==> src/rtl/bot_feeder_pkg.sv <==
// ------------------------------------------------------------------
// bot_feeder_pkg: feeder state encoding, bot width, FIFO sizing helper
// Rev 1.0
// ------------------------------------------------------------------
`default_nettype none

package bot_feeder_pkg;

  localparam int BOT_WIDTH = 128;

  typedef enum logic [1:0] {
    ST_IDLE      = 2'd0,
    ST_STREAMING = 2'd1,
    ST_DRAINING  = 2'd2
  } feeder_state_t;

  function automatic int fifo_addr_width(input int depth);
    return (depth > 1) ? $clog2(depth) : 1;
  endfunction

endpackage

`default_nettype wire

==> src/rtl/bot_fifo_fwft.sv <==
// ------------------------------------------------------------------
// bot_fifo_fwft: first-word-fall-through FIFO with a registered head
// Rev 1.0
// ------------------------------------------------------------------
`default_nettype none

module bot_fifo_fwft import bot_feeder_pkg::*; #(
  parameter int WIDTH = 142,
  parameter int DEPTH = 16,
  localparam int AW   = fifo_addr_width(DEPTH)
) (
  input  logic             clk,
  input  logic             rst,
  input  logic             push,
  input  logic [WIDTH-1:0] din,
  input  logic             pop,
  output logic [WIDTH-1:0] head,
  output logic             full,
  output logic             empty,
  output logic [AW:0]      level
);

  localparam logic [AW:0] FULL_LEVEL = (AW+1)'(DEPTH);
  localparam logic [AW:0] ONE_LEVEL  = (AW+1)'(1);

  logic [WIDTH-1:0] mem [DEPTH];
  logic [AW-1:0]    wr_ptr;
  logic [AW-1:0]    rd_ptr;
  logic [AW-1:0]    rd_ptr_inc;
  logic             do_push;
  logic             do_pop;

  assign full       = (level == FULL_LEVEL);
  assign empty      = (level == '0);
  assign do_push    = push & ~full;
  assign do_pop     = pop & ~empty;
  assign rd_ptr_inc = rd_ptr + 1'b1;

  always_ff @(posedge clk) begin
    if (do_push) mem[wr_ptr] <= din;
  end

  always_ff @(posedge clk or negedge rst) begin
    if (!rst) begin
      wr_ptr <= '0;
      rd_ptr <= '0;
      level  <= '0;
      head   <= '0;
    end else begin
      if (do_push) wr_ptr <= wr_ptr + 1'b1;
      if (do_pop)  rd_ptr <= rd_ptr_inc;
      case ({do_push, do_pop})
        2'b10:   level <= level + 1'b1;
        2'b01:   level <= level - 1'b1;
        default: level <= level;
      endcase
      // Head tracks mem[rd_ptr]; an incoming word lands in it only when it becomes the new head.
      if (do_push && (empty || (do_pop && level == ONE_LEVEL))) begin
        head <= din;
      end else if (do_pop && level > ONE_LEVEL) begin
        head <= mem[rd_ptr_inc];
      end
    end
  end

endmodule

`default_nettype wire

==> src/rtl/bot_feeder.sv <==
// ------------------------------------------------------------------
// bot_feeder: buffers tagged bots for the compute module, tracks batch drain
// Rev 1.0
// ------------------------------------------------------------------
`default_nettype none

module bot_feeder import bot_feeder_pkg::*; #(
  parameter int EXTRA_DATA_WIDTH  = 14,
  parameter int FIFO_DEPTH        = 16,
  parameter int OUTSTANDING_WIDTH = 10
) (
  input  logic                         clk,
  input  logic                         rst,
  input  logic                         botValid,
  input  logic [BOT_WIDTH-1:0]         botData,
  input  logic                         botLast,
  output logic                         botReady,
  input  logic                         requestGraph,
  output logic [BOT_WIDTH-1:0]         botOut,
  output logic                         graphAvailable,
  output logic [EXTRA_DATA_WIDTH-1:0]  extraDataOut,
  input  logic                         resultDone,
  output logic [OUTSTANDING_WIDTH-1:0] outstanding,
  output logic                         batchDone,
  output logic                         protocolError
);

  localparam int AW    = fifo_addr_width(FIFO_DEPTH);
  localparam int WIDTH = BOT_WIDTH + EXTRA_DATA_WIDTH;
  localparam logic [AW:0] ONE_LEVEL = (AW+1)'(1);

  feeder_state_t                state;
  feeder_state_t                state_next;
  logic [EXTRA_DATA_WIDTH-1:0]  tag;
  logic [OUTSTANDING_WIDTH-1:0] outstanding_next;
  logic                         error_next;
  logic                         done_next;
  logic                         empty_next;
  logic                         push;
  logic                         issue;
  logic                         full;
  logic                         empty;
  logic [AW:0]                  level;
  logic [WIDTH-1:0]             head;

  assign botReady       = ~full & (state != ST_DRAINING);
  assign push           = botValid & botReady;
  assign graphAvailable = ~empty;
  assign issue          = requestGraph & ~empty;
  assign botOut         = head[WIDTH-1:EXTRA_DATA_WIDTH];
  assign extraDataOut   = head[EXTRA_DATA_WIDTH-1:0];
  assign empty_next     = ~push & (empty | (issue & (level == ONE_LEVEL)));

  bot_fifo_fwft #(
    .WIDTH (WIDTH),
    .DEPTH (FIFO_DEPTH)
  ) u_fifo (
    .clk   (clk),
    .rst   (rst),
    .push  (push),
    .din   ({botData, tag}),
    .pop   (issue),
    .head  (head),
    .full  (full),
    .empty (empty),
    .level (level)
  );

  always_comb begin
    outstanding_next = outstanding;
    error_next       = protocolError;
    if (issue && !resultDone) begin
      if (&outstanding) error_next = 1'b1;
      else              outstanding_next = outstanding + 1'b1;
    end else if (resultDone && !issue) begin
      if (outstanding == '0) error_next = 1'b1;
      else                   outstanding_next = outstanding - 1'b1;
    end
  end

  always_comb begin
    state_next = state;
    done_next  = 1'b0;
    case (state)
      ST_IDLE: begin
        if (push) state_next = botLast ? ST_DRAINING : ST_STREAMING;
      end
      ST_STREAMING: begin
        if (push && botLast) state_next = ST_DRAINING;
      end
      ST_DRAINING: begin
        // Completion looks at post-edge occupancy so a final same-cycle issue/return counts.
        if (empty_next && outstanding_next == '0) begin
          done_next  = 1'b1;
          state_next = ST_IDLE;
        end
      end
      default: state_next = ST_IDLE;
    endcase
  end

  always_ff @(posedge clk or negedge rst) begin
    if (!rst) begin
      state         <= ST_IDLE;
      tag           <= '0;
      outstanding   <= '0;
      batchDone     <= 1'b0;
      protocolError <= 1'b0;
    end else begin
      state         <= state_next;
      outstanding   <= outstanding_next;
      batchDone     <= done_next;
      protocolError <= error_next;
      if (done_next)  tag <= '0;
      else if (push)  tag <= tag + 1'b1;
    end
  end

endmodule

`default_nettype wire
==> config.mk <==
export PLATFORM = sky130hd
export DESIGN_NAME = bot_feeder
export DESIGN_NICKNAME = d
export VERILOG_FILES = /design/src/rtl/bot_feeder_pkg.sv /design/src/rtl/bot_fifo_fwft.sv /design/src/rtl/bot_feeder.sv
export SDC_FILE = /design/constraint.sdc
export NUM_CORES = 2
export LEC_CHECK = 0
export ABC_AREA = 1
export ABC_CLOCK_PERIOD_IN_PS = 17200
export CAP_MARGIN = 20
export CORE_ASPECT_RATIO = 2
export CORE_MARGIN = 1.5
export CORE_UTILIZATION = 40
export CTS_CLUSTER_DIAMETER = 120
export DETAILED_ROUTE_END_ITERATION = 10
export PLACE_DENSITY = 0.54
export SLEW_MARGIN = 10
export SYNTH_ARGS = -nofsm -noshare
export SYNTH_HDL_FRONTEND = slang
export SYNTH_SLANG_ARGS = --single-unit
==> constraint.sdc <==
create_clock -name clk -period 17.2 [get_ports clk]
set_input_delay 2.58 -clock clk [delete_from_list [all_inputs] [get_ports clk]]
set_output_delay 2.58 -clock clk [all_outputs]
set_load 0.02 [all_outputs]
==> impl_metrics.ini <==
[global_route]
antenna_found_initial = 18
grt_pass1_wl_um = 418400
grtUsageTotal_pct = 23.09
grt_pass1_vias = 62280
overflow = 0
grt_start_max_net_pins = 225

[routing]
first_pass_iters = 7
wl_per_cell_um = 26.56
viasPerCell = 5.758
drt_iter0_markers = 5291
drc_errors = 0
routed_wl_um = 285800
num_vias = 61950
final_antenna_net_count = 0

[synthesis]
synth-edff-count = 2272
seq_area_frac_synth_pct = 75.74
netlist_instances = 7295
synthFlopType = edfxtp_1
yosys_warnings = 0
yosys-top-cells-count = edfxtp_1, nor2_1, o21ai_0
synth.distinct_cells = 40
synth.cell_area_um2 = 96120
synthesis.nets = 7444
yosysTopAreaCell = edfxtp_1
synth_area_leaders = edfxtp_1, o21ai_0, nor2_1, dfrtp_1, o22ai_1
async_flop_share_pct = 7.454
synthDominantCellAreaShare_pct = 70.98
synth.avg_cell_area_um2 = 13.18
synth-seq-cells = 2455
yosysMostFrequentCell = edfxtp_1

[pwr]
ir_drop_mv = 0.2560
powerDensity_nw_per_um2 = 193.7
power.leakage_nw = 35.05

[final_layout]
seq_area_um2 = 72810
multiInputGateArea_um2 = 20890
drive_above_1_share_pct = 6.264
num-fill-cells = 21480
stdcell_area_um2 = 109000
nets = 7525
syn_to_final_growth_pct = 13.41

[timing]
setup_violations = 0
grt_setup_unrepaired = no
slew_headroom_pct = 19.25
clock_skew_ps = 59.53
clock.fmax_ghz = 0.1613
tightest_slew_ps = 1211
slew_viol_final = 0
fin_hold_ws_ps = 479.1
tns_ps = 0
finalHoldViolations = 0
period_needed_ps = 6201
fin_crit_sh_pct = 36.05

[cts]
cts-resized-gates = 0
clockBufferDepth = 4
cts-buffers-inserted = 215
cts_tree = yes
h-tree-depth = 4
cts_setup_buffers = 0
clock-sinks = 2455
root_buffer = clkbuf_16
path_clk_slew_ps = 70
clk_latency_ps = 900
cts_hold_buf = 0

[floorplanning]
start_util_pct = 40.22
placement_rows = 254
dieArea_um2 = 243400
core_um2 = 239000
die_width_um = 349.6
io_pins = 290
fp.dieH_um = 696.3

[worst_setup_path]
worst-r2r-setup-slack_ps = 11600
reg2reg_to = u_fifo.head[138]
critical_path_peak_fanout = 54
crit_required_ps = 17710
cp.arrival_ps = 6710
reg2regPathDepth = 10
cp-end-kind = register
crit_path_start_kind = input port
path_class = input port to register
reg2reg_from = u_fifo.rd_ptr[0]

[place]
hpwl_um = 152300
io_buffers = 289
place_area_um2 = 101900
place.gp.congestion = 0.7867

[hold_path]
holdCritPathClass = register to register
hold_start = protocolError
hold_path_depth = 1
whs_endpoint = protocolError

[run_status]
status = complete, no violations

[flow_run]
max_cap_violations = 0
==> state kept, by name (all words and copies together), names as in the netlist <==
| name | flops |
|---|---|
| outstanding | 10 |
| u_fifo.mem | 2272 |
| u_fifo.level | 5 |
| protocolError | 1 |
| u_fifo.rd_ptr | 4 |
| batchDone | 1 |
| tag | 14 |
| u_fifo.wr_ptr | 4 |
| state | 2 |
| u_fifo.head | 142 |
==> worst max path at each step <==
stage | from | slack (ps) | cells past startpoint | end
2_1_floorplan | botValid | 3900 | 4 | u_fifo.mem[11][0]
3_3_place_gp | botValid | 10030 | 8 | u_fifo.mem[14][115]
3_5_place_dp | botValid | 10040 | 7 | u_fifo.mem[6][1]
4_1_cts | botValid | 10970 | 7 | u_fifo.mem[6][71]
5_1_grt | botValid | 10890 | 8 | u_fifo.mem[14][45]
6_report | botValid | 11000 | 8 | u_fifo.mem[14][83]
==> metrics by stage <==
stage                     setup WS, ps  power [mW]  utilization [%]  cells
after CTS                        10970       21.27            45.59  10750
final                            11000       21.11            45.61  10760
after floorplan                   3900       13.09                -   7295
after global placement           10030       16.23            42.64  10360
after detailed placement         10040       16.34            42.64  10360
after global routing             10890       22.27            45.61  10750
==> cells by family (layout without fill, tap and decap cells) <==
| logic type | Yosys count | after routing | synth area share [%] |
|---|---|---|---|
| AO/OA/AOI/OAI | 2127 | 2127 | 12.58 |
| XOR/XNOR | 20 | 20 | 0.1901 |
| buffers and inverters | 612 | 868 | 2.695 |
| flip-flops | 2455 | 2455 | 75.74 |
| AND/OR/NAND/NOR | 2066 | 2066 | 8.598 |
| adder cells (fa/ha/maj) | 15 | 15 | 0.1953 |
| other | 0 | 8 | 0 |
==> where the power goes <==
part	internal [mW]	total, mW	switching [mW]
sequential	7.24	7.70	0.457
clock	2.77	4.96	2.18
combinational	2.48	8.46	5.98
total	12.5	21.1	8.62
==> layout by cell type, fill, tap and decap left out, types with 182 or more instances in the layout <==
| cell | synthesis | routed |
|---|---|---|
| clkbuf_16 | 0 | 217 |
| clkdlybuf4s50_1 | 0 | 288 |
| dfrtp_1 | 183 | 182 |
| edfxtp_1 | 2272 | 2272 |
| nand2_1 | 462 | 460 |
| nand3_1 | 291 | 291 |
| nor2_1 | 1272 | 1258 |
| o21ai_0 | 1234 | 1234 |
| o221ai_1 | 192 | 192 |
| o22ai_1 | 426 | 426 |
==> critical path: stages <==
cell and delay [ps]:
clkdlybuf4s50_1 460, inv_1 70, nor2_4 490, nand2_1 380
nor2_4 150, buf_4 670, buf_4 840, buf_4 930
==> per-layer routing <==
layer  routed length, um  share of wire [%]  global-route usage [%]
met1              112000                 39                   28.11
met2              150400                 53                   42.15
met3               14000                4.9                   2.640
met4                9241                3.2                   7.800
met5                  69              0.024                       0
==> final cells by class <==
type | count | area share [%]
multi-input combinational | 4228 | 19.17
inverter | 81 | 0.3168
clock inverter | 107 | 1.132
sequential | 2455 | 66.79
antenna | 8 | 0.01837
tap | 3200 | 3.673
timing repair buffer | 395 | 3.556
clock buffer | 285 | 5.344
(Power assumes the default switching activity.)
